==> src/rtl/led_pkg.sv <==
// Shared types for the LED pattern driver: display mode and ping-pong direction.
package led_pkg;

   typedef enum logic [1:0] {
      MODE_GAME,
      MODE_WIN,
      MODE_LOSE
   } led_mode_t;

   typedef enum logic {
      DIR_UP,
      DIR_DOWN
   } led_dir_t;

endpackage

==> src/rtl/led_step_tick.sv <==
// Free-running animation prescaler: counts 0..PERIOD-1 and pulses tick_o on the last count.
// clear_i restarts the count and suppresses a coincident tick.
module led_step_tick #(
   parameter int PERIOD = 6250000
) (
   input  logic clk_i,
   input  logic rst_i,
   input  logic clear_i,
   output logic tick_o
);

   localparam int CW = (PERIOD > 1) ? $clog2(PERIOD) : 1;
   localparam logic [CW-1:0] LAST = CW'(PERIOD - 1);

   logic [CW-1:0] cnt_q;

   assign tick_o = (cnt_q == LAST) && !clear_i;

   always_ff @(posedge clk_i or posedge rst_i) begin
      if (rst_i) begin
         cnt_q <= '0;
      end else if (clear_i || (cnt_q == LAST)) begin
         cnt_q <= '0;
      end else begin
         cnt_q <= cnt_q + CW'(1);
      end
   end

endmodule

==> src/rtl/led_pattern_driver.sv <==
// Game LED driver: shows the current symbol in game, animates win/lose patterns afterwards,
// and gates every mode with a global PWM brightness.
//
//   state      | meaning
//   MODE_GAME  | leds follow current_symbol_i
//   MODE_WIN   | single LED ping-pongs end to end, one step per tick
//   MODE_LOSE  | all-on/all-off blink 2*LOSE_BLINKS ticks, then hold all-on
module led_pattern_driver
   import led_pkg::*;
#(
   parameter int SYMBOL_W    = 8,
   parameter int LEDS_CNT    = 8,
   parameter int STEP_PERIOD = 6250000,
   parameter int LOSE_BLINKS = 4,
   parameter int PWM_W       = 4
) (
   input  logic                clk_i,
   input  logic                rst_i,
   input  logic [SYMBOL_W-1:0] current_symbol_i,
   input  logic                user_in_game_i,
   input  logic                user_win_nlost_i,
   input  logic [PWM_W-1:0]    brightness_i,
   output logic [LEDS_CNT-1:0] leds_o
);

   localparam int BW = $clog2(2 * LOSE_BLINKS + 1);
   localparam logic [BW-1:0] BLINK_END = BW'(2 * LOSE_BLINKS);

   led_mode_t           mode_d, mode_q;
   led_dir_t            dir_d, dir_q;
   logic [LEDS_CNT-1:0] pattern_d, pattern_q;
   logic [LEDS_CNT-1:0] symbol_rs;
   logic [BW-1:0]       blink_d, blink_q;
   logic [PWM_W-1:0]    pwm_cnt_q;
   logic                restart, step_tick, pwm_en;

   generate
      if (SYMBOL_W >= LEDS_CNT) begin : g_sym_trunc
         assign symbol_rs = current_symbol_i[LEDS_CNT-1:0];
      end else begin : g_sym_ext
         assign symbol_rs = {{(LEDS_CNT - SYMBOL_W){1'b0}}, current_symbol_i};
      end
   endgenerate

   always_comb begin
      mode_d = MODE_GAME;
      if (!user_in_game_i) begin
         mode_d = user_win_nlost_i ? MODE_WIN : MODE_LOSE;
      end
   end

   assign restart = (mode_d != mode_q);

   led_step_tick #(
      .PERIOD (STEP_PERIOD)
   ) u_step_tick (
      .clk_i   (clk_i),
      .rst_i   (rst_i),
      .clear_i (restart),
      .tick_o  (step_tick)
   );

   assign pwm_en = (brightness_i == '1) || (pwm_cnt_q < brightness_i);

   always_comb begin
      pattern_d = pattern_q;
      dir_d     = dir_q;
      blink_d   = blink_q;
      if (restart) begin
         dir_d   = DIR_UP;
         blink_d = '0;
         case (mode_d)
            MODE_WIN:  pattern_d = LEDS_CNT'(1);
            MODE_LOSE: pattern_d = '1;
            default:   pattern_d = '0;
         endcase
      end else if (step_tick) begin
         case (mode_q)
            MODE_WIN: begin
               // Direction flips as the lit LED lands on an end, so ends never repeat.
               if (dir_q == DIR_UP) begin
                  pattern_d = pattern_q << 1;
                  if (pattern_q[LEDS_CNT-2]) dir_d = DIR_DOWN;
               end else begin
                  pattern_d = pattern_q >> 1;
                  if (pattern_q[1]) dir_d = DIR_UP;
               end
            end
            MODE_LOSE: begin
               if (blink_q != BLINK_END) begin
                  pattern_d = ~pattern_q;
                  blink_d   = blink_q + BW'(1);
               end
            end
            default: ;
         endcase
      end
   end

   always_ff @(posedge clk_i or posedge rst_i) begin
      if (rst_i) begin
         mode_q    <= MODE_GAME;
         dir_q     <= DIR_UP;
         pattern_q <= '0;
         blink_q   <= '0;
         pwm_cnt_q <= '0;
         leds_o    <= '0;
      end else begin
         mode_q    <= mode_d;
         dir_q     <= dir_d;
         pattern_q <= pattern_d;
         blink_q   <= blink_d;
         pwm_cnt_q <= pwm_cnt_q + PWM_W'(1);
         leds_o    <= ((mode_q == MODE_GAME) ? symbol_rs : pattern_q) & {LEDS_CNT{pwm_en}};
      end
   end

endmodule

==> config.mk <==
export PLATFORM = sky130hd
export DESIGN_NAME = led_pattern_driver
export DESIGN_NICKNAME = d
export VERILOG_FILES = /design/src/rtl/led_pkg.sv /design/src/rtl/led_step_tick.sv /design/src/rtl/led_pattern_driver.sv
export SDC_FILE = /design/constraint.sdc
export NUM_CORES = 1
export LEC_CHECK = 0
export BUFFER_PORTS_ARGS = -buffer_cell sky130_fd_sc_hd__buf_2
export CORE_ASPECT_RATIO = 0.5
export CORE_MARGIN = 1
export CORE_UTILIZATION = 30
export DETAILED_ROUTE_END_ITERATION = 8
export PLACE_DENSITY = 0.54
export SETUP_SLACK_MARGIN = 0.1
export SLEW_MARGIN = 20
export SYNTH_ARGS = -nofsm -noshare
export SYNTH_HDL_FRONTEND = slang
export SYNTH_SLANG_ARGS = --single-unit
==> constraint.sdc <==
create_clock -name clk_i -period 2.5 [get_ports clk_i]
set_input_delay 0.75 -clock clk_i [delete_from_list [all_inputs] [get_ports clk_i]]
set_output_delay 0.75 -clock clk_i [all_outputs]
set_load 0.03 [all_outputs]
==> flow_summary.toml <==
[cts]
cts_tree = "yes"
cts.sinks = 50
cts_resized = 0
cts_buffers = 5
path_clk_slew_ns = 0.07
htreeDepth = 2
clock-root-buffer = "clkbuf_16"
cts_buffer_depth = 2
post_cts_buffers = 0
clk-insertion-delay-late_ns = 0.29
holdBufCountCts = 0

[logic_synthesis]
synth_ff_type = "dfrtp_1"
synth_top_area_share = 0.457
ys_async_sr_fraction = 1.00
syn_nets = 288
yosys_warnings = 0
ys_seq_area_frac = 0.457
synth-seq-cells = 50
netlist_top_cells_area = "dfrtp_1 46%, mux2i_1 5.8%, xnor2_1 4.5%"
syn_area_mm2 = 0.00274
synth_cells = 265
post_synth_num_cell_types = 53
yosysTopAreaCell = "dfrtp_1"
syn_avg_cell_area_um2 = 10.3
synth_commonest_cells = "50 x dfrtp_1, 30 x nor2_1, 21 x nand2_1"
synth.most_common_cell = "dfrtp_1"
synth_edf_count = 0

[worst_setup_path]
cp_cell_sequence = "ha_1, and3_2, nand3_2, nor3_4, or3_1, a2bb2oi_2"
cp-start-kind = "flip-flop"
cp.arrival_ns = 2.22
cpMaxStageDelayCell = "or3_1"
crit_required_ns = 2.66
critPathMaxStageDelay_ns = 0.46
crit_path_max_fanout = 7
end_kind = "flip-flop"
cp-startpoint = "u_step_tick.cnt_q[0]"
worstSetupPathType = "flip-flop to flip-flop"
reg2reg_from = "u_step_tick.cnt_q[0]"

[drt]
drt_iter0_markers = 61
wl_per_cell_um = 13.3
drt.antenna.violating_nets = 0
viasPerCell = 4.85
post-route-drc-count = 0
drt_wl_total_um = 5480
firstDrtPassIters = 5
via_count = 1995

[sta]
hold_violations = 0
tns_ns = 0
whs_ns = 0.475
period_needed_ns = 2.06
worstMarginPinSlew_ns = 0.631
min_period_over_period = 0.823
setup_viol = 0
skew_ns = 0.00899
fmax_mhz = 486
layout_setup_ws_ns = 0.443
slew_headroom = 0.576
drv_slew = 0
rsz0062_at_grt = "no"

[min_path]
hp-class = "flip-flop to flip-flop"
min_from = "pwm_cnt_q[0]"

[die]
initial_core_util = 0.312
dieWidth_um = 137
die_h_um = 69.6
rows = 24
coreArea_mm2 = 0.00877
io_pins = 24
dieArea_mm2 = 0.00954

[cells_and_area]
antenna_cells = 0
multi_input_comb_area_mm2 = 0.00139
fill_cells = 883
drive_above_1_share = 0.204
seqCellArea_mm2 = 0.00125
final_nets = 316
syn_to_final_growth_pct = 14.9

[flow_run]
drv_cap = 0

[outcome]
outcome = "finished clean"

[grt]
grt_pass1_wl_um = 9530
grtUsageTotal = 0.127
grt_max_degree = 27
grt.overflow.total = 0
antenna_found_initial = 0
grt_pass1_vias = 2004

[power]
leakagePower_nw = 1.43
power.total_w = 0.00191
ir_drop_mv = 0.304
p_per_area_mw_per_mm2 = 608

[place]
gp_congestion = 0.771
dpl_worst_slack_ns = 0.418
port_buffers = 23
place.detailed.hpwl_um = 3990
-- final timing paths --
check,to,slack (ns),depth (start not counted)
min in group asynchronous,pattern_q[0],0.52,2
max in group asynchronous,u_step_tick.cnt_q[8],1.44,3
max,pattern_q[7],0.44,6
max reg2reg,pattern_q[7],0.44,6
min reg2reg,pwm_cnt_q[0],0.47,1
min,pwm_cnt_q[0],0.47,1
-- metrics by stage --
stage | utilization | instances | area (µm²)
after global placement | 0.342 | 403 | 3000
after CTS | 0.359 | 411 | 3150
after detailed placement | 0.342 | 403 | 3000
final | 0.359 | 411 | 3150
after global routing | 0.359 | 411 | 3150
after floorplan | - | 265 | 2740
-- worst max-delay path, delay by kind of cell (launching register included) --
kind / cells / cell delay [ns]
adder cells (fa/ha/maj): 1 / 0.22
AO/OA/AOI/OAI: 1 / 0.10
flip-flops: 1 / 0.38
AND/OR/NAND/NOR: 4 / 1.23
-- state kept, by name (all words and copies together) (netlist names) --
signal             cells
blink_q                4
dir_q                  1
leds_o                 8
mode_q                 2
pattern_q              8
pwm_cnt_q              4
u_step_tick.cnt_q     23
-- placed cells by master (no fill, tap or decap), drive strengths merged, types with 2 or more instances in the layout --
cell type   n
nor3b       2
nand3b      2
clkbuf      7
a21o        3
dfrtp      50
o21ai       7
buf        29
mux2i      16
a21oi      11
nand4       6
a2bb2oi     7
or3         5
ha          7
nor2       30
nor3       10
and3        6
nand2      22
nand2b      4
inv        12
and2        2
nand3      15
xnor2      14
xor2        8
-- final cells by class --
class | instances | share of cell area
flip-flops and latches | 50 | 0.397
clock buffers | 7 | 0.0453
clock inverters | 1 | 0.00159
repair buffers | 29 | 0.0548
well taps | 117 | 0.0465
inverters | 12 | 0.0143
multi-input cells | 195 | 0.440
-- power breakdown --
part | internal, W | switching (W) | total, W | leakage (nW)
Combinational | 0.000135 | 0.000170 | 0.000305 | 0.698
Sequential | 0.000863 | 0.0000575 | 0.000921 | 0.654
Clock | 0.000398 | 0.000291 | 0.000689 | 0.0739
-- cell families (layout without fill, tap and decap cells) --
group,Yosys count,in the layout,synth area share
multiplexers,16,16,0.0584
adder cells (fa/ha/maj),7,7,0.0320
AND/OR/NAND/NOR,113,113,0.232
buffers and inverters,20,49,0.0379
XOR/XNOR,22,22,0.0703
flip-flops,50,50,0.457
AO/OA/AOI/OAI,37,37,0.113
-- layer usage --
metal  wire length [µm]  share of wire  global-route usage
met5                  0              0                   0
met2               2570           0.47               0.209
met1               2640           0.48               0.170
met4                 29         0.0053              0.0330
met3                244          0.044              0.0263
No activity file was read; power rests on OpenSTA's default activity.
